$ cat src/rtl/counter_ctrl_if.sv
// counter_ctrl_if: control/status bundle between button logic and counter_ctrl.
// Ports: start/stop/pause/limit/prescale/auto_reload (+dir with COUNTER_CTRL_DOWN_EN) in,
//        count/busy/done/wrap out (as seen from the counter).
interface counter_ctrl_if #(
    parameter int WIDTH      = 4,
    parameter int PRESCALE_W = 8
);
    logic                  start;
    logic                  stop;
    logic                  pause;
    logic [WIDTH-1:0]      limit;
    logic [PRESCALE_W-1:0] prescale;
    logic                  auto_reload;
`ifdef COUNTER_CTRL_DOWN_EN
    logic                  dir;
`endif
    logic [WIDTH-1:0]      count;
    logic                  busy;
    logic                  done;
    logic                  wrap;

`ifdef COUNTER_CTRL_DOWN_EN
    modport master (
        output start, stop, pause, limit, prescale, auto_reload, dir,
        input  count, busy, done, wrap
    );
    modport slave (
        input  start, stop, pause, limit, prescale, auto_reload, dir,
        output count, busy, done, wrap
    );
`else
    modport master (
        output start, stop, pause, limit, prescale, auto_reload,
        input  count, busy, done, wrap
    );
    modport slave (
        input  start, stop, pause, limit, prescale, auto_reload,
        output count, busy, done, wrap
    );
`endif
endinterface

$ cat src/rtl/counter_ctrl.sv
// counter_ctrl: start/stop/pause sequencer with prescaler, terminal value and
// one-shot/auto-reload modes. Ports: clk, rst (sync, active high), bus (slave).
// Optional COUNTER_CTRL_DOWN_EN adds bus.dir for down-counting.
module counter_ctrl #(
    parameter int WIDTH      = 4,
    parameter int PRESCALE_W = 8
) (
    input logic           clk,
    input logic           rst,
    counter_ctrl_if.slave bus
);
    localparam logic [1:0] IDLE  = 2'd0;
    localparam logic [1:0] RUN   = 2'd1;
    localparam logic [1:0] PAUSE = 2'd2;

    localparam logic [WIDTH-1:0]      ONE_W = 1;
    localparam logic [PRESCALE_W-1:0] ONE_P = 1;

    logic [1:0]            state_q, state_d;
    logic [WIDTH-1:0]      count_q, count_d;
    logic [PRESCALE_W-1:0] pre_q, pre_d;
    logic [WIDTH-1:0]      lim_q, lim_d;
    logic [PRESCALE_W-1:0] psc_q, psc_d;
    logic                  done_q, done_d;
    logic                  wrap_q, wrap_d;

    logic [WIDTH-1:0]      load_val;
    logic [WIDTH-1:0]      step_val;
    logic [WIDTH-1:0]      reload_val;
    logic                  at_end;

`ifdef COUNTER_CTRL_DOWN_EN
    logic dir_q, dir_d;

    assign load_val   = bus.dir ? bus.limit : '0;
    assign at_end     = dir_q ? (count_q == '0) : (count_q == lim_q);
    assign step_val   = dir_q ? (count_q - ONE_W) : (count_q + ONE_W);
    assign reload_val = dir_q ? lim_q : '0;
`else
    assign load_val   = '0;
    assign at_end     = (count_q == lim_q);
    assign step_val   = count_q + ONE_W;
    assign reload_val = '0;
`endif

    always_comb begin
        state_d = state_q;
        count_d = count_q;
        pre_d   = pre_q;
        lim_d   = lim_q;
        psc_d   = psc_q;
        done_d  = 1'b0;
        wrap_d  = 1'b0;
`ifdef COUNTER_CTRL_DOWN_EN
        dir_d   = dir_q;
`endif
        if (bus.stop) begin
            state_d = IDLE;
            count_d = '0;
            pre_d   = '0;
        end else if (bus.start) begin
            state_d = RUN;
            lim_d   = bus.limit;
            psc_d   = bus.prescale;
            pre_d   = '0;
            count_d = load_val;
`ifdef COUNTER_CTRL_DOWN_EN
            dir_d   = bus.dir;
`endif
        end else if (state_q != IDLE) begin
            if (bus.pause) begin
                state_d = PAUSE;
            end else begin
                // A cycle leaving PAUSE already advances the prescaler.
                state_d = RUN;
                if (pre_q == psc_q) begin
                    pre_d = '0;
                    if (!at_end) begin
                        count_d = step_val;
                    end else if (bus.auto_reload) begin
                        count_d = reload_val;
                        wrap_d  = 1'b1;
                    end else begin
                        state_d = IDLE;
                        done_d  = 1'b1;
                    end
                end else begin
                    pre_d = pre_q + ONE_P;
                end
            end
        end
    end

    always_ff @(posedge clk) begin
        if (rst) begin
            state_q <= IDLE;
            count_q <= '0;
            pre_q   <= '0;
            lim_q   <= '0;
            psc_q   <= '0;
            done_q  <= 1'b0;
            wrap_q  <= 1'b0;
`ifdef COUNTER_CTRL_DOWN_EN
            dir_q   <= 1'b0;
`endif
        end else begin
            state_q <= state_d;
            count_q <= count_d;
            pre_q   <= pre_d;
            lim_q   <= lim_d;
            psc_q   <= psc_d;
            done_q  <= done_d;
            wrap_q  <= wrap_d;
`ifdef COUNTER_CTRL_DOWN_EN
            dir_q   <= dir_d;
`endif
        end
    end

    assign bus.count = count_q;
    assign bus.busy  = (state_q != IDLE);
    assign bus.done  = done_q;
    assign bus.wrap  = wrap_q;
endmodule

$ cat src/flat_wrapper.sv
// flat-port wrapper written by rule: the top's interface ports become plain ports
module counter_ctrl_flat 
#(
    parameter int WIDTH      = 4,
    parameter int PRESCALE_W = 8
)
  (clk, rst, bus_start, bus_stop, bus_pause, bus_limit, bus_prescale, bus_auto_reload, bus_count, bus_busy, bus_done, bus_wrap);
  counter_ctrl_if #(.WIDTH(WIDTH), .PRESCALE_W(PRESCALE_W)) bus_i ();
  input logic clk;
  input logic rst;
  input wire logic [$bits(bus_i.start)-1:0] bus_start;
  input wire logic [$bits(bus_i.stop)-1:0] bus_stop;
  input wire logic [$bits(bus_i.pause)-1:0] bus_pause;
  input wire logic [$bits(bus_i.limit)-1:0] bus_limit;
  input wire logic [$bits(bus_i.prescale)-1:0] bus_prescale;
  input wire logic [$bits(bus_i.auto_reload)-1:0] bus_auto_reload;
  output wire logic [$bits(bus_i.count)-1:0] bus_count;
  output wire logic [$bits(bus_i.busy)-1:0] bus_busy;
  output wire logic [$bits(bus_i.done)-1:0] bus_done;
  output wire logic [$bits(bus_i.wrap)-1:0] bus_wrap;
  assign bus_i.start = bus_start;
  assign bus_i.stop = bus_stop;
  assign bus_i.pause = bus_pause;
  assign bus_i.limit = bus_limit;
  assign bus_i.prescale = bus_prescale;
  assign bus_i.auto_reload = bus_auto_reload;
  assign bus_count = bus_i.count;
  assign bus_busy = bus_i.busy;
  assign bus_done = bus_i.done;
  assign bus_wrap = bus_i.wrap;
  counter_ctrl #(.WIDTH(WIDTH), .PRESCALE_W(PRESCALE_W)) u_core (.clk(clk), .rst(rst), .bus(bus_i));
endmodule
$ cat config.mk
export PLATFORM = sky130hd
export DESIGN_NAME = counter_ctrl_flat
export DESIGN_NICKNAME = d
export VERILOG_FILES = /design/src/rtl/counter_ctrl_if.sv /design/src/rtl/counter_ctrl.sv /design/src/flat_wrapper.sv
export SDC_FILE = /design/constraint.sdc
export NUM_CORES = 1
export LEC_CHECK = 0
export BUFFER_PORTS_ARGS = -buffer_cell sky130_fd_sc_hd__buf_2
export CELL_PAD_IN_SITES_DETAIL_PLACEMENT = 0
export CELL_PAD_IN_SITES_GLOBAL_PLACEMENT = 1
export CORE_MARGIN = 8
export CORE_UTILIZATION = 40
export CTS_BUF_LIST = sky130_fd_sc_hd__clkbuf_16
export DETAILED_ROUTE_END_ITERATION = 10
export PLACE_DENSITY = 0.87
export SYNTH_ARGS = -nofsm -noshare
export SYNTH_HDL_FRONTEND = slang
export SYNTH_SLANG_ARGS = --single-unit
$ cat constraint.sdc
create_clock -name clk -period 2.05 [get_ports clk]
set_input_delay 0 -clock clk [delete_from_list [all_inputs] [get_ports clk]]
set_output_delay 0 -clock clk [all_outputs]
set_load 0.005 [all_outputs]
==> metrics, run 1 <==
setup TNS=0 ns; Final ANT Viol Nets=0; reg2reg setup slack=0.27 ns; asr flop ratio synth=0%; Setup CP Type=flip-flop to flip-flop; Tcrit/Tclk final=86.7%; H-Tree Depth=1; num ports=25; Adder-Cell Fraction of Synth Area=1.95%; GRT Util Overall=11.6%; Critical Path Source Type=flip-flop; critical path cell sequence=xor2_1 > nor4_2 > and3_1 > nand2b_1 > nor2_1; mux cell area share after synthesis=0.780%; largest cells by area after synthesis=dfxtp_1, xor2_1, nand2_1, a21oi_1, nor2_1; initial antenna violation count=0; Worst Path Max Fanout=8; warnings from Yosys=0; CP top delay family=simple AND/OR/NAND/NOR gates; vias=1085; Hold WC Path Type=input pin to flip-flop; WHS=-0.00310 ns; vias in the first global route=1075; Die Ht=72.7 µm; share of cells above drive strength 1=19.3%; maximum root-to-sink buffer count=2; Die X-Extent=72.7 µm; endpoints failing hold=1; DR WL/cell=12.4 µm; cts bufs inserted=3; post-synthesis sequential area ratio=43.7%; Arr. time, crit path=1.92 ns; slowest stage delay, CP=0.37 ns; Worst slew margin=45.0%; CP Data Required Time=2.19 ns; Die Area=0.00528 mm²; worst-case vdd ir drop=0.300 mV; diode count=0; placed cell count=207; mean area per synthesized cell=8.91 µm²; failing checks=hold timing; total chip power=1.12 mW; RSZ-0062 raised after global routing=no; CTS tree=yes; leading area contributor after synthesis=dfxtp_1; synth unique cells=32; leakage power=0.743 nW; post-synth top area share=43.7%; Area growth syn-to-layout=28.9%; crit path time final=1.78 ns; cell area power density=675 mW/mm²; non-filler cells, final=225; Post-Synth Simple-Gate Area=28.4%; Buf+Inv Stages, Crit Path=0; Gates resized, CTS repair=0; first-pass GRT wire length=4.96 mm; status=complete, but fails checks; row cnt=20; largest family of logic cells by synthesized area=simple AND/OR/NAND/NOR gates; Core Area=0.00305 mm²; final slew viol count=0; count of final setup violators=0; routed vias/inst=4.82; EDFF count, synth=0; Synth Instances=144; top_reg_cell synth=dfxtp_1; Initial DRC Count=27; Worst setup EP type=flip-flop; nets=202; Synthesized Nets=164; First-pass DRT Iterations=4; worst skew pair latency=0.26 ns; area share of xor/xnor cells in the synthesized design=13.0%; DP HPWL=2.06 mm; maximum clock rate=562 MHz; register bit total from synthesis=28; DRC viols=0; largest net degree at the start of global routing=16; initial core utilization=42.0%; Root Driver=clkbuf_16; port buffer count=24; Num Clock Sinks=28; DRT Wirelength=2.80 mm; grt ovf=0; clk_skew=0.00424 ns; Crit-path slowest cell=and3_1; compound-cell area share of the yosys netlist=9.55%; worst-margin pin slew=0.823 ns; Max-Cap Viols=0; Cell Area, Synth=0.00128 mm²; gp weighted congestion=0.851; Reg clk slew, reported paths=0.07 ns
-- synth_stat cells, types with 3 or more instances --
library cell	number
nand2_1	30
dfxtp_1	28
xor2_1	14
nor2_1	13
a21oi_1	12
and3_1	5
xnor2_1	5
clkbuf_1	4
nor3_1	3
-- final cells by class --
type	count	area (µm²)
Fill cell	310	1400
Inverter	1	3.75
Timing Repair Buffer	39	268
Tap cell	44	55.1
Multi-Input combinational cell	109	688
Clock buffer	3	75.1
Clock inverter	1	3.75
Sequential cell	28	561
-- worst min-delay path, cell delays in order --
cell     delay [ns]
buf_2          0.10
nand2_1        0.06
a21oi_1        0.05
-- metrics by stage --
step / util [%] / cell area [µm²] / worst slack, ns
after floorplan: - / 1280 / 0.478
after global placement: 47.0 / 1440 / 0.346
after detailed placement: 47.0 / 1440 / 0.278
after CTS: 54.2 / 1650 / 0.277
after global routing: 54.2 / 1650 / 0.161
final: 54.2 / 1650 / 0.272
-- cells in the final DEF, fill, tap and decap left out, types with 2 or more instances in the layout --
| master | n |
|---|---|
| nand2_1 | 30 |
| dfxtp_1 | 28 |
| buf_2 | 24 |
| xor2_1 | 14 |
| dlygate4sd3_1 | 14 |
| nor2_1 | 13 |
| a21oi_1 | 12 |
| and3_1 | 5 |
| xnor2_1 | 5 |
| nor3_1 | 3 |
| clkbuf_16 | 3 |
| nor4_2 | 2 |
| nand2b_1 | 2 |
| a311o_1 | 2 |
| a32o_1 | 2 |
| and4_1 | 2 |
| nand3_1 | 2 |
| ha_1 | 2 |
-- layer usage --
metal  GRT usage, %  wire [µm]  up-vias
met5              0          0        -
met4           5.33         46        0
met3           1.65         77        4
met2           20.1       1400       21
met1           13.6       1280      501
li1               -          -      559
-- power breakdown --
part / internal [mW] / leakage [nW] / switching [mW]
clock: 0.261 / 0.0385 / 0.177
combinational: 0.0585 / 0.478 / 0.0565
sequential: 0.556 / 0.227 / 0.00759
-- flip-flops by register name, indices dropped and copies added, names as in the netlist --
name,flops
u_core.psc_q,8
u_core.bus.wrap,1
u_core.lim_q,4
u_core.state_q,2
u_core.pre_q,8
u_core.bus.count,4
u_core.bus.done,1
-- final timing paths --
check | start | depth (start not counted) | end
worst min register to register | u_core.psc_q[7] | 2 | u_core.psc_q[7]
worst max-delay path | u_core.pre_q[6] | 5 | u_core.pre_q[5]
worst min-delay path | bus_prescale[7] | 3 | u_core.psc_q[7]
worst max register to register | u_core.pre_q[6] | 5 | u_core.pre_q[5]
-- kinds of logic after synthesis --
kind of cell / after synthesis
xor+xnor: 19
buf+inv: 7
flops: 28
simple gates: 68
mux: 1
fa+ha+maj: 2
compound gates: 19
-- repair_timing --
action	4_1_cts	5_1_grt
hold buffers	14	0
setup endpoints to repair	0	0
hold endpoints to repair	14	0
buffers inserted	0	0
Note: power is estimated with default switching activity, not from simulation.
==> run 2: changes to the inputs <==
Settings changed: CORE_ASPECT_RATIO set to 1.25.
==> metrics, run 2 (synthesized netlist as in run 1, its figures left out) <==
Largest regs=u_core.pre_q x8, u_core.psc_q x8 (unchanged); DR WL/cell=13.3 µm (was 12.4 µm); leakage power=0.756 nW (was 0.743 nW); row cnt=23 (was 20); final slew viol count=0 (unchanged); WHS=0.0132 ns (was -0.00310 ns); Crit-path slowest cell=nor4_2 (was and3_1); worst-margin pin slew=0.783 ns (was 0.823 ns); CP Data Required Time=2.19 ns (about the same); Initial DRC Count=30 (was 27); endpoints failing hold=0 (was 1); worst-case vdd ir drop=0.523 mV (was 0.300 mV); DRT Wirelength=2.89 mm (was 2.80 mm); Setup CP Type=flip-flop to flip-flop (unchanged); routed vias/inst=5.04 (was 4.82); GRT Util Overall=11.6% (about the same); DR top layer=met4 (unchanged); Die X-Extent=66.7 µm (was 72.7 µm); Setup WS post-layout=0.249 ns (was 0.272 ns); num ports=25 (unchanged); worst skew pair latency=0.26 ns (about the same); port buffer count=24 (unchanged); Gates resized, CTS repair=0 (unchanged); Max-Cap Viols=0 (unchanged); pre-CTS setup slack=0.292 ns (was 0.278 ns); met1 wire length=1.15 mm (was 1.28 mm); critical path cell sequence=xor2_1 > nor4_2 > and3_1 > nand2_4 > a311o_1 (was xor2_1 > nor4_2 > and3_1 > nand2b_1 > nor2_1); RSZ-0062 raised after global routing=no (unchanged); DRC viols=0 (unchanged); Worst slew margin=47.6% (was 45.0%); status=completed (was complete, but fails checks); vias=1099 (was 1085); Reg clk slew, reported paths=0.07 ns (about the same); maximum clock rate=555 MHz (was 562 MHz); cts bufs inserted=3 (unchanged); initial antenna violation count=0 (unchanged); nets=202 (unchanged); CP top delay family=simple AND/OR/NAND/NOR gates (unchanged); initial core utilization=40.9% (was 42.0%); First-pass DRT Iterations=4 (unchanged); first-pass GRT wire length=4.97 mm (was 4.96 mm); cell area power density=746 mW/mm² (was 675 mW/mm²); Critical Path Source Type=flip-flop (unchanged); commonest non-fill, non-tap cell in the layout=nand2_1 (unchanged); Core Area=0.00314 mm² (was 0.00305 mm²); share of cells above drive strength 1=19.9% (was 19.3%); Final ANT Viol Nets=0 (unchanged); crit path time final=1.80 ns (was 1.78 ns); diode count=0 (unchanged); Tcrit/Tclk final=87.8% (was 86.7%); Num Clock Sinks=28 (unchanged); metal2 WL=1.58 mm (was 1.40 mm); Die Area=0.00529 mm² (was 0.00528 mm²); Buf+Inv Stages, Crit Path=0 (unchanged); largest net degree at the start of global routing=17 (was 16); Root Driver=clkbuf_16 (unchanged); non-filler cells, final=218 (was 225); clk_skew=0.00538 ns (was 0.00424 ns); Hold WC Path Type=input pin to flip-flop (unchanged); Area growth syn-to-layout=30.2% (was 28.9%); Die Ht=79.3 µm (was 72.7 µm); CTS tree=yes (unchanged); maximum root-to-sink buffer count=2 (unchanged); Arr. time, crit path=1.94 ns (was 1.92 ns); H-Tree Depth=1 (unchanged); vias in the first global route=1172 (was 1075); gp weighted congestion=0.843 (was 0.851); Worst Path Max Fanout=7 (was 8); most frequent cells in the layout=nand2_1, dfxtp_1, buf_2 (unchanged); placed cell count=200 (was 207); slowest stage delay, CP=0.36 ns (was 0.37 ns); DP HPWL=2.11 mm (was 2.06 mm); Worst setup EP type=flip-flop (unchanged); setup TNS=0 ns (unchanged); met3 WL=126 µm (was 77 µm); count of final setup violators=0 (unchanged); grt ovf=0 (unchanged)
[run 2: cell types whose count changed in the layout (fill, tap and decap cells not counted)]
cell	delta
bufinv_16	+1
clkinv_1	-1
[run 2: worst paths after layout]
check,start,to,slack (ns),cells past startpoint
max,u_core.pre_q[6],u_core.bus.count[2],0.25,5
min,bus_limit[1],u_core.lim_q[1],0.01,3
max reg2reg,u_core.pre_q[6],u_core.bus.count[2],0.25,5
min reg2reg,u_core.psc_q[7],u_core.psc_q[7],0.47,2
[run 2: area by class of cell]
| class | count | area, µm² |
|---|---|---|
| fill | 288 | 1470 |
| clock buffer | 3 | 75.1 |
| multi-input combinational | 109 | 688 |
| clock inverter | 1 | 30.0 |
| tap | 37 | 46.3 |
| inverter | 1 | 3.75 |
| sequential | 28 | 561 |
| timing repair buffer | 39 | 268 |
[run 2: repair_timing]
item / 4_1_cts / 5_1_grt
buffers inserted: 0 / 0
hold buffers: 14 / 0
hold endpoints to repair: 14 / 0
[run 2: power by group]
group          leakage [nW]  switching [mW]  internal (mW)  total (mW)
combinational         0.478          0.0577         0.0585       0.116
clock                0.0511           0.178          0.389       0.567
sequential            0.227         0.00758          0.556       0.564
[run 2: worst register-to-register path: cells and delay by family, from the launching register on]
kind | cells | cell delay (ns)
XOR/XNOR | 1 | 0.18
flip-flops | 1 | 0.34
AND/OR/NAND/NOR | 3 | 0.81
AO/OA/AOI/OAI | 1 | 0.35
[run 2: per-layer routing]
layer | up-vias | track usage, %
met2 | 19 | 20.4
met5 | - | 0
met3 | 5 | 3.09
li1 | 565 | -
met1 | 510 | 12.7
met4 | 0 | 4.71
[run 2: through the flow]
stage / area (µm²) / utilization, % / power [mW]
floorplan: 1280 / - / 0.640
global placement: 1430 / 45.5 / 0.669
detailed placement: 1430 / 45.5 / 0.672
CTS: 1670 / 53.3 / 1.25
global route: 1670 / 53.3 / 1.28
finish: 1670 / 53.3 / 1.25
